==> src/rtl/perturb_pkg.sv <==
// Shared constants and helpers for the pipelined perturbation engine.
// Optional MutCount statistics output is enabled by defining MUTATE_STATS_EN.
package perturb_pkg;

   localparam int unsigned LFSR_W      = 32;
   localparam logic [31:0] LFSR_POLY   = 32'h80200003;
   localparam logic [31:0] GOLDEN      = 32'h9E3779B9;
   localparam int unsigned MODE_SIGNED = 0;
   localparam int unsigned MODE_SAT    = 1;
   localparam int unsigned MODE_FORCE  = 2;

   // Right-shifting Galois step; taps folded in when the bit shifted out is 1.
   function automatic logic [31:0] lfsr_step(input logic [31:0] r);
      return (r >> 1) ^ (r[0] ? LFSR_POLY : 32'h0);
   endfunction

   // An all-zero LFSR state would lock up, so it is replaced by 1.
   function automatic logic [31:0] lfsr_nonzero(input logic [31:0] v);
      return (v == 32'h0) ? 32'h1 : v;
   endfunction

   function automatic logic [31:0] lane_apply(input logic [31:0] lane,
                                              input logic [31:0] mag,
                                              input logic        neg,
                                              input logic        sat,
                                              input int unsigned width);
      logic [31:0] mask;
      logic [32:0] sum;
      mask = (width >= 32) ? 32'hFFFF_FFFF : ((32'd1 << width) - 32'd1);
      sum  = neg ? ({1'b0, lane} - {1'b0, mag}) : ({1'b0, lane} + {1'b0, mag});
      if (sat && neg && (mag > lane)) begin
         return 32'h0;
      end
      if (sat && !neg && (sum > {1'b0, mask})) begin
         return mask;
      end
      return sum[31:0] & mask;
   endfunction

endpackage

==> src/rtl/perturb_lfsr.sv <==
// One 32-bit Galois LFSR lane: holds, advances one step, or reloads from a seed.
module perturb_lfsr
   import perturb_pkg::*;
#(
   parameter logic [31:0] ResetValue = 32'h1
) (
   input  logic        clk_i,
   input  logic        rst_i,
   input  logic        advance_i,
   input  logic        load_i,
   input  logic [31:0] seed_i,
   output logic [31:0] state_o
);

   logic [31:0] state_q, state_d;

   // Reload wins over a same-cycle advance.
   always_comb begin
      state_d = state_q;
      if (load_i) begin
         state_d = lfsr_nonzero(seed_i);
      end else if (advance_i) begin
         state_d = lfsr_step(state_q);
      end
   end

   always_ff @(posedge clk_i) begin
      if (rst_i) begin
         state_q <= lfsr_nonzero(ResetValue);
      end else begin
         state_q <= state_d;
      end
   end

   assign state_o = state_q;

endmodule

==> src/rtl/perturbation_engine_pipe.sv <==
// Two-stage gene perturbation pipeline: stage 1 draws per-lane randoms, stage 2 applies them.
// Define MUTATE_STATS_EN to add the saturating MutCount output.
module perturbation_engine_pipe
   import perturb_pkg::*;
#(
   parameter int unsigned NUM_LANES = 4,
   parameter int unsigned LANE_W    = 8,
   parameter int unsigned PERT_W    = 3,
   parameter int unsigned HDR_W     = 32
) (
   input  logic                              Clk,
   input  logic                              Reset,
   input  logic                              InValid,
   output logic                              InReady,
   input  logic [HDR_W+NUM_LANES*LANE_W-1:0] Crossover,
   input  logic [31:0]                       Threshold,
   input  logic [2:0]                        Mode,
   input  logic                              SeedLoad,
   input  logic [31:0]                       Seed,
   output logic                              OutValid,
   input  logic                              OutReady,
   output logic [HDR_W+NUM_LANES*LANE_W-1:0] ChildGene,
   output logic [NUM_LANES-1:0]              MutMask
`ifdef MUTATE_STATS_EN
   ,
   output logic [31:0]                       MutCount
`endif
);

   localparam int unsigned DataW = HDR_W + NUM_LANES * LANE_W;

   logic                               s1_en, s2_en, accept;
   logic [NUM_LANES-1:0][LFSR_W-1:0]   rnd;
   logic [NUM_LANES-1:0]               sel_d, neg_d;
   logic [NUM_LANES-1:0][PERT_W-1:0]   mag_d;

   logic                               s1_valid_q, s1_sat_q;
   logic [DataW-1:0]                   s1_data_q;
   logic [NUM_LANES-1:0]               s1_sel_q, s1_neg_q;
   logic [NUM_LANES-1:0][PERT_W-1:0]   s1_mag_q;

   logic                               out_valid_q;
   logic [DataW-1:0]                   child_q, child_d;
   logic [NUM_LANES-1:0]               mask_q;

   assign s2_en   = !out_valid_q | OutReady;
   assign s1_en   = !s1_valid_q | s2_en;
   assign InReady = s1_en;
   assign accept  = InValid & s1_en;

   for (genvar i = 0; i < NUM_LANES; i++) begin : g_lane
      localparam logic [31:0] LaneKey = GOLDEN * 32'(i);

      perturb_lfsr #(
         .ResetValue(32'h1 ^ LaneKey)
      ) u_lfsr (
         .clk_i    (Clk),
         .rst_i    (Reset),
         .advance_i(accept),
         .load_i   (SeedLoad),
         .seed_i   (Seed ^ LaneKey),
         .state_o  (rnd[i])
      );

      assign sel_d[i] = Mode[MODE_FORCE] | (rnd[i] < Threshold);
      assign mag_d[i] = rnd[i][8+PERT_W-1:8];
      assign neg_d[i] = Mode[MODE_SIGNED] & rnd[i][LFSR_W-1];
   end

   always_comb begin
      child_d = s1_data_q;
      for (int unsigned l = 0; l < NUM_LANES; l++) begin
         if (s1_sel_q[l]) begin
            child_d[l*LANE_W +: LANE_W] = LANE_W'(lane_apply(32'(s1_data_q[l*LANE_W +: LANE_W]),
                                                             32'(s1_mag_q[l]), s1_neg_q[l],
                                                             s1_sat_q, LANE_W));
         end
      end
   end

   always_ff @(posedge Clk) begin
      if (Reset) begin
         s1_valid_q  <= 1'b0;
         s1_sat_q    <= 1'b0;
         s1_data_q   <= '0;
         s1_sel_q    <= '0;
         s1_neg_q    <= '0;
         s1_mag_q    <= '0;
         out_valid_q <= 1'b0;
         child_q     <= '0;
         mask_q      <= '0;
      end else begin
         if (s1_en) begin
            s1_valid_q <= InValid;
         end
         if (accept) begin
            s1_data_q <= Crossover;
            s1_sat_q  <= Mode[MODE_SAT];
            s1_sel_q  <= sel_d;
            s1_neg_q  <= neg_d;
            s1_mag_q  <= mag_d;
         end
         if (s2_en) begin
            out_valid_q <= s1_valid_q;
            if (s1_valid_q) begin
               child_q <= child_d;
               mask_q  <= s1_sel_q;
            end
         end
      end
   end

   assign OutValid  = out_valid_q;
   assign ChildGene = child_q;
   assign MutMask   = mask_q;

`ifdef MUTATE_STATS_EN
   logic [31:0] mut_count_q, mut_count_d;
   logic [32:0] mut_sum;
   logic [31:0] mask_pop;

   always_comb begin
      mask_pop = '0;
      for (int unsigned l = 0; l < NUM_LANES; l++) begin
         mask_pop = mask_pop + 32'(mask_q[l]);
      end
      mut_sum     = {1'b0, mut_count_q} + {1'b0, mask_pop};
      mut_count_d = mut_count_q;
      if (SeedLoad) begin
         mut_count_d = '0;
      end else if (out_valid_q && OutReady) begin
         mut_count_d = mut_sum[32] ? 32'hFFFF_FFFF : mut_sum[31:0];
      end
   end

   always_ff @(posedge Clk) begin
      if (Reset) begin
         mut_count_q <= '0;
      end else begin
         mut_count_q <= mut_count_d;
      end
   end

   assign MutCount = mut_count_q;
`endif

endmodule

==> config.mk <==
export PLATFORM = sky130hd
export DESIGN_NAME = perturbation_engine_pipe
export DESIGN_NICKNAME = d
export VERILOG_FILES = /design/src/rtl/perturb_pkg.sv /design/src/rtl/perturb_lfsr.sv /design/src/rtl/perturbation_engine_pipe.sv
export SDC_FILE = /design/constraint.sdc
export NUM_CORES = 1
export LEC_CHECK = 0
export CAP_MARGIN = 20
export CORE_MARGIN = 2
export CORE_UTILIZATION = 45
export DETAILED_ROUTE_END_ITERATION = 8
export GPL_TIMING_DRIVEN = 0
export PLACE_DENSITY = 0.79
export SLEW_MARGIN = 15
export SYNTH_ARGS = -nofsm -noshare
export SYNTH_HDL_FRONTEND = slang
export SYNTH_HIERARCHICAL = 1
export SYNTH_SLANG_ARGS = --single-unit
==> constraint.sdc <==
create_clock -name Clk -period 4.2 [get_ports Clk]
set_input_delay 1.05 -clock Clk [delete_from_list [all_inputs] [get_ports Clk]]
set_output_delay 1.05 -clock Clk [all_outputs]
set_load 0.005 [all_outputs]
Word-level counts from Yosys, hierarchy flattened:

Index checks and enable logic that the tools add are counted.

* shifts and indexed selects: 0
* add/sub/neg operators: 8
* bitwise operators: 18
* reduce and logical (&&, ||, !) cells: 28
* $mul: 0
* equality and inequality tests: 0
* magnitude comparators: 12
* multiplexer cells: 60
* divide/modulo/power cells: 0

Operators with widths (number)
* 32-bit two-way mux: 16
* 8-bit two-way mux: 20
* 33-bit by 8-bit > comparator with 1-bit output, second input constant: 4
* 33-bit two-way mux: 4
* 32-bit logical NOT: 4
* 32-bit < comparator: 4
* 31-bit by 32-bit bitwise XOR with 32-bit output: 4
* 8-bit by 3-bit adder with 9-bit output: 4
* 8-bit by 3-bit subtractor with 9-bit output: 4
* 3-bit by 8-bit > comparator with 1-bit output: 4
* 1-bit two-way mux: 20
* 20-bit inverter: 1
* 19-bit inverter: 1
* 18-bit inverter: 1
* 1-bit logical AND: 16
* 1-bit logical NOT: 6
* 1-bit OR: 6
* 1-bit AND: 5
* 2-bit AND reduction: 1
* 2-bit nonzero test: 1

* bits of input ports: 136
* memories kept: 0
* bits in read-only memories: 0
* flip-flop bits (word level): 283
* latch bits: 0
* memory bits (writable): 0
* output and inout bits: 70

Depth between registers and ports, before layout:

Gate-level depths: netlist (run 1).

* depth after elaboration: 10
* depth in mapped cells: 14

Hierarchy:

The synthesis (run 1) kept the hierarchy.

By module, submodules not included
* perturbation_engine_pipe: area each 10392.5 um^2, times used 1, cells each 1340
* perturb_lfsr at g_lane[1].u_lfsr: area each 1654.1 um^2, times used 1, cells each 166
* perturb_lfsr at g_lane[2].u_lfsr: area each 1639.1 um^2, times used 1, cells each 166
* perturb_lfsr at g_lane[3].u_lfsr: area each 1632.8 um^2, times used 1, cells each 169
* perturb_lfsr at g_lane[0].u_lfsr: area each 1562.7 um^2, times used 1, cells each 188

Worst setup path before layout (run 1):

No wires, ideal clock.

* path kind: input to register
* start: in OutReady
* end: reg g_lane[1].u_lfsr.state_q[12]
* library setup time: 0.117 ns
* path slack: 0.904 ns
* arrival: 3.179 ns
* stages on the path: 12
* cells stage by stage: nand2b_1 > or2_2 > clkbuf_1 > nand2_1 > inv_1 > clkbuf_1 > clkbuf_1 > buf_6 > buf_6 > mux2_2 > mux2i_1 > nand2b_1

* cells in the longest elaborated chain, start to end: 4

Ends and longest elaborated chain
* start, declared: line perturbation_engine_pipe.sv:21 `input logic OutReady,`
* 1-bit OR: line perturbation_engine_pipe.sv:46 `assign s2_en = !out_valid_q | OutReady;`
* 1-bit OR: line perturbation_engine_pipe.sv:47 `assign s1_en = !s1_valid_q | s2_en;`
* via InReady: line perturbation_engine_pipe.sv:14 `output logic InReady,`
* 1-bit AND: line perturbation_engine_pipe.sv:49 `assign accept = InValid & s1_en;`
* via accept: line perturbation_engine_pipe.sv:32 `logic s1_en, s2_en, accept;`
* 2-bit nonzero test (no source line)
* end signal, assigned: line perturb_lfsr.sv:29 `state_q <= lfsr_nonzero(ResetValue);`
* end signal, assigned: line perturb_lfsr.sv:31 `state_q <= state_d;`
* end, declared: line perturb_lfsr.sv:15 `logic [31:0] state_q, state_d;`

The timed path passes the listed nets, and every way through them passes these cells.
A chain may end at the register's enable or synchronous reset.

Worst setup path after layout (run 1):

* start: in OutReady
* end: reg g_lane[2].u_lfsr.state_q[16]

* cells in the longest elaborated chain, start to end: 4

Ends and longest elaborated chain (line)
* 1-bit OR: perturbation_engine_pipe.sv:46
* 1-bit OR: perturbation_engine_pipe.sv:47
* 1-bit AND: perturbation_engine_pipe.sv:49
* via accept: perturbation_engine_pipe.sv:32
* 2-bit nonzero test (no source line)
* end signal, assigned: perturb_lfsr.sv:29
* end signal, assigned: perturb_lfsr.sv:31
* end, declared: perturb_lfsr.sv:15

The timed path passes the listed nets, and every way through them passes these cells.

==> results of run 1 <==
==> final cells by class <==
type                       count  area, um^2  share of cell area (%)
clock buffer                  45         973                    4.70
sequential                   283        5670                    27.3
multi-input combinational   1523       10100                    48.6
timing repair buffer         210        2090                    10.1
inverter                     107         405                    1.96
buffer                       115         729                    3.52
clock inverter                16         191                   0.924
tap                          468         586                    2.83
==> routing by layer <==
layer  share of wire (%)  wire length [um]  vias to the layer above
met5                   0                 0                        -
met4                 3.2              1750                        0
met3                 8.5              4620                      135
met2                  46             25100                      757
met1                  42             22800                     7663
li1                    -                 -                     7615
==> synth_stat cells, types with 13 or more instances <==
master / instances / area, um^2
and4_1: 16 / 140
mux2i_1: 118 / 1180
a211oi_1: 25 / 188
ha_1: 152 / 1900
nand4_1: 16 / 100
nor2b_1: 18 / 113
a21o_1: 29 / 218
o21ai_0: 50 / 250
inv_1: 107 / 402
nand2b_1: 62 / 388
clkbuf_1: 63 / 236
nor2_1: 195 / 732
nand3_1: 13 / 65.1
buf_2: 20 / 100
nor3_1: 22 / 110
nand2_1: 286 / 1070
mux2_2: 54 / 608
dfxtp_1: 283 / 5670
a21oi_1: 254 / 1270
nor4_1: 39 / 244
xnor2_1: 16 / 140
==> per-stage QoR <==
stage,power [uW],instances
after global routing,7730,2767
final,7440,2767
after floorplan,3880,2029
after detailed placement,4420,2702
after CTS,7440,2763
after global placement,4370,2701
==> power breakdown <==
group	switching (uW)	total [uW]	internal, uW
Clock	1210	3040	1830
Sequential	160	3010	2850
Combinational	756	1400	640
Total	2120	7440	5320
==> how the worst max path moves through the flow <==
stage,to,start,slack [ns],depth (start not counted)
after detailed placement,g_lane[1].u_lfsr/state_o[8],OutReady,-0.72,13
after global placement,g_lane[2].u_lfsr/state_o[16],OutReady,-0.79,15
after global routing,g_lane[1].u_lfsr/state_o[23],OutReady,0.16,15
final,g_lane[2].u_lfsr/state_o[16],OutReady,0.32,15
after floorplan,g_lane[1].u_lfsr/state_o[12],OutReady,0.90,12
after CTS,g_lane[1].u_lfsr/state_o[6],OutReady,0.01,15
==> sequential cells by signal (all words and copies together) (netlist names), 4 cells and up <==
name and count:
s1_data_q 64, s1_sel_q 4, MutMask 4, s1_neg_q 4, s1_mag_q 12, ChildGene 64
g_lane.u_lfsr/state_o 128
==> kinds of logic (layout without fill, tap and decap cells) <==
logic type | count (synthesis) | count (layout) | share of synthesized area, %
buffers and inverters | 223 | 493 | 6.72
xor gates and xnor gates | 17 | 17 | 0.882
AOI/OAI and AO/OA | 465 | 465 | 16.6
adders and majority gates | 160 | 160 | 12.2
and+or+nand+nor | 709 | 709 | 19.5
DFF | 283 | 283 | 33.6
muxes | 172 | 172 | 10.6
==> worst max-delay path: cells and delay by family <==
family                 cells  cell delay [ns]
multiplexers               1             0.17
buffers and inverters      8             1.78
AO/OA/AOI/OAI              1             0.14
AND/OR/NAND/NOR            5             1.13
==> timing repair <==
| item | in CTS | in global routing |
|---|---|---|
| setup buffers | 0 | 4 |
| endpoints found under the setup margin | 117 | 117 |
| gates resized for setup | 1 | 1 |
==> key figures, run 1 <==
Setup path
  • Slowest stage delay, CP: 0.49 ns
  • R2R Setup Slk: a little under 1 ns
  • Worst-path fanout max: 13
  • Arrival time worst endpoint: 4.26 ns
  • Crit Path Class: input port to register
  • CP required: 4.58 ns
  • Crit-path cells: clkdlybuf4s50_1 > nand2b_1 > or2_2 > clkbuf_1 > nand2_1 > clkinvlp_4 > buf_4 > clkbuf_2 > buf_6 > buf_12 > buf_12 > mux2i_1 > nor2_1 > a21oi_1 > nor2_1
  • FF-to-FF path depth: 14
  • R2r startpoint: OutValid
  • R2r endpoint: g_lane[2].u_lfsr/state_o[16]
  • Worst setup EP type: register
  • CP Launch Type: input port
  • Crit-path slowest cell: nand2_1

Global route
  • Vias in the first global route: 15700
  • First-pass GRT wire length: 84000 um
  • Largest net degree at the start of global routing: 22
  • GRT Max-Usage Layer: met2
  • GR Layer Usage met2: 46.7%
  • Met1 GRT Util: 34.8%
  • M3 GR Usage: between 4 and 5%
  • Initial antenna violation count: 0
  • GRT Total Usage: 27.2%
  • Total grt overflow: 0

Floorplanning
  • Row count: 70
  • Die Wd: 198 um
  • Top-Level Pins: slightly above 200
  • Die ar.: 39100 um^2
  • Core Box Area: 36800 um^2
  • Die height: 198 um
  • Starting density of the core: 45.9%

Clock network
  • Clock Tree Buf Depth: 3
  • Worst-path clk slew: approximately 0.060 ns
  • Hold-fix buffers, CTS: 0
  • CTS Buf Count: 34
  • CTS root buf: clkbuf_16
  • H-tree Lvls: 2
  • CTS tree: yes
  • Clock latency on the worst-skew pair: 0.53 ns
  • CTS sink cnt: 283

Hold path
  • Worst Hold Launch: s1_data_q[45]
  • WHS Path Cells: 2
  • Worst hold path class: register to register
  • WHS Endpoint: ChildGene[45]

STA
  • Final setup violation count: 0
  • Setup_tns: 0 ns
  • Final hold slack: 0.449 ns
  • Skew final: 0.0256 ns
  • Unrepaired setup endpoints after global routing: false
  • Final hold vios: 0
  • Post-route setup slack: 0.322 ns
  • Tmin final: 3.88 ns
  • Worst slew pin tran: 0.968 ns
  • Fin crit share: 92.3%
  • Max-slew violations: 0
  • Max frequency: ~260 MHz
  • Slew HR: about a third

Detailed routing
  • DRT iter0 DRCs: roughly 1300
  • Routed wire per std cell: roughly 20 um
  • TritonRoute pass-1 iters: 5
  • WL final: around 54000 um
  • DRC Markers: 0
  • Vias per cell: around 5.8
  • Via count: 16200
  • Routed Antenna Nets: 0

Logic synthesis
  • Async SR Flop Fraction: 0%
  • Mapped Cells: 2029
  • Register area share after synthesis: 33.6%
  • Top_reg_cell synth: dfxtp_1
  • Post-synthesis register bit count: 283
  • Netlist cell types: 80
  • Synth Area per Inst: 8.32 um^2
  • Syn nets: 2325
  • Post-Syn Area: roughly 17000 um^2
  • YS warnings: 6
  • Post-synth EDFFs: 0

Cells and area
  • Ratio of cells with drive above 1 in the final layout: under 10%
  • Final instance area: 20700 um^2
  • Most common cell after layout, fill and taps aside: nand2_1
  • Most frequent cells in the layout: 286 x nand2_1, 283 x dfxtp_1, 254 x a21oi_1, 204 x clkdlybuf4s50_1, 195 x nor2_1
  • Fill count: 3271
  • Syn-to-layout area delta: 22.8%
  • N_diodes: 0
  • Nets: about 2600
  • Final core utilization: between 50% and 60%

Run status
  • Status: complete, no violations

Place
  • DP Area: 19500 um^2
  • Placer Congestion: 0.963
  • DP Worst Slack: -0.723 ns
  • Port Buffers: 204
  • HPWL Detailed: 42200 um

Flow run
  • MaxCap Viol Count: 0

Power
  • PwrDens: 359 nW/um^2
  • Leak: ~0.0086 uW
  • IR drop worst, VDD: 0.221 mV
(Power assumes the default switching activity.)
==> run 2: changes to the inputs <==
==> constraint.sdc (replaced) <==
create_clock -name Clk -period 3.85 [get_ports Clk]
set_input_delay 0.9625 -clock Clk [delete_from_list [all_inputs] [get_ports Clk]]
set_output_delay 0.9625 -clock Clk [all_outputs]
set_load 0.005 [all_outputs]
==> run 2 against run 1 <==
Compared with the run above:
- first-iteration DRC count increased by 3.1%
- via count decreased by 0.28%
- cell count is 0.11% lower
- final area about the same
- global-route usage is 0.051 points higher
- critical path type unchanged
- non-clock buffer count down 3
- critical path depth shrank 1
- largest power group unchanged
==> key figures, run 2 (synthesis results as in run 1) <==
Cells and area
  • Final core utilization: 56.3%
  • Register area: 5670 um^2
  • N_diodes: 0
  • Nets: 2567
  • Footprint of the multi-input gates: 10100 um^2
  • Syn-to-layout area delta: 22.7%
  • Fin cells: 2764
  • Most frequent cells in the layout: 285 x nand2_1, 283 x dfxtp_1, 254 x a21oi_1, 204 x clkdlybuf4s50_1, 195 x nor2_1
  • Max reg flops: 128
  • Most common cell after layout, fill and taps aside: nand2_1
  • Fill count: about 3300
  • Final instance area: 20700 um^2
  • Ratio of cells with drive above 1 in the final layout: 8.23%

Floorplanning
  • Row count: 70
  • Starting density of the core: between 40 and 50%
  • Die height: 198 um
  • Die ar.: 39100 um^2
  • Top-Level Pins: about 200
  • Core Box Area: 36800 um^2
  • Die Wd: 198 um

STA
  • Post-route setup slack: 0.367 ns
  • Worst slew pin tran: 0.963 ns
  • Final setup violation count: 0
  • Max frequency: 287 MHz
  • Final hold vios: 0
  • Max-slew violations: 0
  • Fin crit share: 90.5%
  • Slew HR: around a third
  • Skew final: 0.0224 ns
  • Tmin final: 3.48 ns
  • Unrepaired setup endpoints after global routing: false

Setup path
  • CP Launch Type: input port
  • Arrival time worst endpoint: a little under 4 ns
  • CP required: roughly 4.2 ns
  • Crit Path Class: input port to register
  • Worst-path fanout max: 13
  • Worst setup EP type: register
  • R2R Setup Slk: around 0.95 ns

Detailed routing
  • DRC Markers: 0
  • Routed wire per std cell: about 20 um
  • DRT iter0 DRCs: roughly 1300
  • Via count: 16100
  • WL final: 54400 um
  • Vias per cell: 5.83
  • Routed Antenna Nets: 0
  • TritonRoute pass-1 iters: 6

Global route
  • Vias in the first global route: 15800
  • Initial antenna violation count: 0
  • GRT Total Usage: 27.3%
  • Largest net degree at the start of global routing: 22
  • Total grt overflow: 0
  • First-pass GRT wire length: 84200 um

Clock network
  • Clock latency on the worst-skew pair: 0.52 ns
  • CTS tree: yes
  • CTS root buf: clkbuf_16
  • CTS sink cnt: 283
  • CTS Buf Count: 34
  • Clock Tree Buf Depth: 3
  • Hold-fix buffers, CTS: 0
  • Worst-path clk slew: 0.06 ns
  • H-tree Lvls: 2

Power
  • PwrDens: between 300 and 400 nW/um^2
  • IR drop worst, VDD: 0.241 mV
  • Leak: 0.00863 uW

Place
  • HPWL Detailed: 42200 um
  • Placed cell count: 2702
  • Placer Congestion: 0.963
  • DP Area: 19500 um^2
  • Port Buffers: 204
  • DP Worst Slack: -0.986 ns

Hold path
  • Worst hold path class: register to register

Flow run
  • MaxCap Viol Count: 0

Run status
  • Status: complete, no violations
==> run 2: area by class of cell <==
cell class | count | share of cell area [%]
plain buffers | 115 | 3.52
clock buffers | 45 | 4.70
clock inverters | 16 | 0.925
inverters | 107 | 1.96
multi-input cells | 1523 | 48.7
flip-flops and latches | 283 | 27.4
well taps | 468 | 2.83
repair buffers | 207 | 10.0
==> run 2: routing by layer <==
layer	GRT usage [%]	share of wire [%]
met1	34.8	42
met2	46.7	46
met3	4.32	8.4
met4	9.16	3.2
met5	0	0
==> run 2: final timing paths <==
path            startpoint                           end  cells after the start
max               OutReady  g_lane[2].u_lfsr/state_o[16]                     14
min          s1_data_q[45]                 ChildGene[45]                      2
max reg2reg       OutValid  g_lane[2].u_lfsr/state_o[16]                     13
min reg2reg  s1_data_q[45]                 ChildGene[45]                      2
==> run 2: repair_timing <==
item / CTS / global route
pin swaps: 0 / 0
setup buffers: 1 / 0
endpoints found under the setup margin: 128 / 11
gates resized for setup: 2 / 1
==> run 2: stage by stage <==
step	setup TNS [ns]	power (uW)	hold WS, ns
finish	0	8120	0.449
global route	0	8440	0.463
CTS	0	8120	0.453
detailed placement	-118.73	4830	0.444
global placement	-126.08	4770	0.435
floorplan	0	4230	0.432
==> run 2: critical path, cell delays in order <==
cell and delay, ns:
clkdlybuf4s50_1 0.40, nand2b_1 0.22, or2_2 0.30, clkbuf_1 0.14
nand2_2 0.31, clkinvlp_4 0.23, clkbuf_2 0.32, buf_6 0.24
buf_12 0.15, buf_12 0.15, mux2i_1 0.17, nor2_1 0.06
a21oi_1 0.15, nor2_1 0.06
==> run 2: report_power, final <==
group | internal, uW | switching (uW) | total [uW]
Clock | 2000 | 1320 | 3320
Sequential | 3110 | 175 | 3280
Combinational | 696 | 825 | 1520
Total | 5800 | 2320 | 8120
==> run 3: changes to the inputs <==
--- a/config.mk
+++ b/config.mk
@@ -10,8 +10,9 @@
 export CORE_UTILIZATION = 45
 export DETAILED_ROUTE_END_ITERATION = 8
 export GPL_TIMING_DRIVEN = 0
+export HOLD_SLACK_MARGIN = 0.08
 export PLACE_DENSITY = 0.79
-export SLEW_MARGIN = 15
+export SLEW_MARGIN = 20
 export SYNTH_ARGS = -nofsm -noshare
 export SYNTH_HDL_FRONTEND = slang
 export SYNTH_HIERARCHICAL = 1
==> run 3 against run 2 <==
Compared with the run above:
- non-clock buffer count is 2 lower
- sequential share of layout area hardly changed
- die area stayed put
- power is 0.31% lower
- via count is 0.24% lower
- hold slack worse by 0.00098 ns
- count of clock-buffer cells in the layout stayed put
- fmax is 1.1% lower
- cell count hardly changed
==> key figures, run 3 (synthesis results as in run 1) <==
Global route
  • Initial antenna violation count: 2
  • Total grt overflow: 0
  • Vias in the first global route: 15900
  • Largest net degree at the start of global routing: 22
  • GRT Total Usage: between 20 and 30%
  • First-pass GRT wire length: 84600 um

Setup path
  • CP required: 4.23 ns
  • Worst setup EP type: register
  • Arrival time worst endpoint: roughly 3.9 ns
  • Worst-path fanout max: 13
  • CP Launch Type: input port
  • Crit Path Class: input port to register

Cells and area
  • Syn-to-layout area delta: 22.4%
  • N_diodes: 0
  • Most common cell after layout, fill and taps aside: nand2_1
  • Nets: between 2000 and 3000
  • Max reg flops: 128
  • Fin cells: 2763
  • Most frequent cells in the layout: 285 x nand2_1, 283 x dfxtp_1, 254 x a21oi_1, 203 x clkdlybuf4s50_1, 195 x nor2_1
  • Final instance area: 20700 um^2
  • Ratio of cells with drive above 1 in the final layout: 8.15%

Power
  • IR drop worst, VDD: 0.264 mV
  • Clock Power Share: a little over 40%
  • Combinational Power Share: 18.8%
  • Pwr Total: 8100 uW
  • Leak: 0.00862 uW
  • Net Sw Power: about 2300 uW
  • Sw Ratio: 28.9%
  • Reg power frac: 40.6%
  • PwrDens: 392 nW/um^2
  • Int Power: 5750 uW

Clock network
  • CTS tree: yes
  • Worst-path clk slew: ~0.06 ns
  • CTS sink cnt: 283
  • Clock latency on the worst-skew pair: 0.53 ns
  • Hold-fix buffers, CTS: 0
  • Clock Tree Buf Depth: 3
  • H-tree Lvls: 2
  • CTS root buf: clkbuf_16
  • CTS Buf Count: 34

Place
  • Port Buffers: ~200
  • HPWL Detailed: ~42000 um
  • Placed cell count: 2701
  • Placer Congestion: about 0.96
  • DP Area: 19500 um^2

STA
  • Final hold vios: 0
  • Unrepaired setup endpoints after global routing: false
  • Final hold slack: 0.448 ns
  • Fin crit share: roughly nine tenths
  • Max-slew violations: 0
  • Slew HR: 33.4%
  • Tmin final: 3.52 ns
  • Setup_tns: 0 ns
  • Worst slew pin tran: 0.987 ns
  • Max frequency: roughly 280 MHz
  • Final setup violation count: 0
  • Skew final: 0.0271 ns

Floorplanning
  • Core Box Area: 36800 um^2
  • Die Wd: a little under 200 um
  • Starting density of the core: between 40% and 50%
  • Top-Level Pins: 206
  • Row count: 70
  • Die ar.: 39100 um^2
  • Die height: about 200 um

Detailed routing
  • Vias per cell: 5.82
  • Routed wire per std cell: between 15 and 20 um
  • Routed Antenna Nets: 0
  • TritonRoute pass-1 iters: 7
  • WL final: 54600 um
  • Via count: 16100
  • DRT iter0 DRCs: 1306
  • DRC Markers: 0

Run status
  • Status: complete, no violations

Hold path
  • Worst hold path class: register to register

Flow run
  • MaxCap Viol Count: 0
==> run 3: area by class of cell <==
type	count	area [um^2]
Buffer	115	729
Tap cell	468	586
Fill cell	3268	16100
Multi-Input combinational cell	1523	10100
Sequential cell	283	5670
Clock inverter	17	213
Timing Repair Buffer	205	2040
Clock buffer	45	942
Inverter	107	405
==> run 3: power by group through the flow <==
stage | Sequential [uW] | Combinational (uW) | Clock (uW)
floorplan | 3280 | 948 | 0
global placement | 3330 | 1430 | 0
detailed placement | 3340 | 1480 | 0
CTS | 3280 | 1500 | 3320
global route | 3300 | 1670 | 3450
finish | 3290 | 1520 | 3290
==> run 3: critical path, cell delays in order <==
cell	delay [ns]
clkdlybuf4s50_1	0.40
nand2b_1	0.22
or2_2	0.30
clkbuf_1	0.14
nand2_2	0.30
clkinvlp_4	0.24
clkbuf_2	0.33
buf_6	0.24
buf_12	0.15
buf_12	0.15
mux2i_1	0.14
nor2_1	0.08
a21oi_1	0.19
nor2_1	0.07
==> run 3: per-layer routing <==
metal | wire (um) | track usage (%)
met4 | 2080 | 11.4
met1 | 22800 | 34.8
met2 | 24900 | 45.7
met3 | 4890 | 5.77
met5 | 14 | 0
==> run 3: metrics by stage <==
step,worst slack [ns],util [%]
CTS,0.117,56.2
global placement,-1.05,53.0
detailed placement,-1.08,53.0
finish,0.327,56.2
floorplan,0.642,-
global route,0.224,56.2
==> run 3: timing repair <==
| item | CTS | global route |
|---|---|---|
| hold endpoints to repair | 0 | 0 |
| resized for setup | 2 | 1 |
| buffers inserted | 1 | 0 |
| setup endpoints to repair | 128 | 13 |
==> run 3: worst paths after layout <==
kind / from / endpoint / slack (ns) / cells after the start
worst max-delay path: OutReady / g_lane[1].u_lfsr/state_o[19] / 0.33 / 14
worst min-delay path: s1_data_q[62] / ChildGene[62] / 0.45 / 2
worst max register to register: OutValid / g_lane[1].u_lfsr/state_o[19] / 0.91 / 13
worst min register to register: s1_data_q[62] / ChildGene[62] / 0.45 / 2
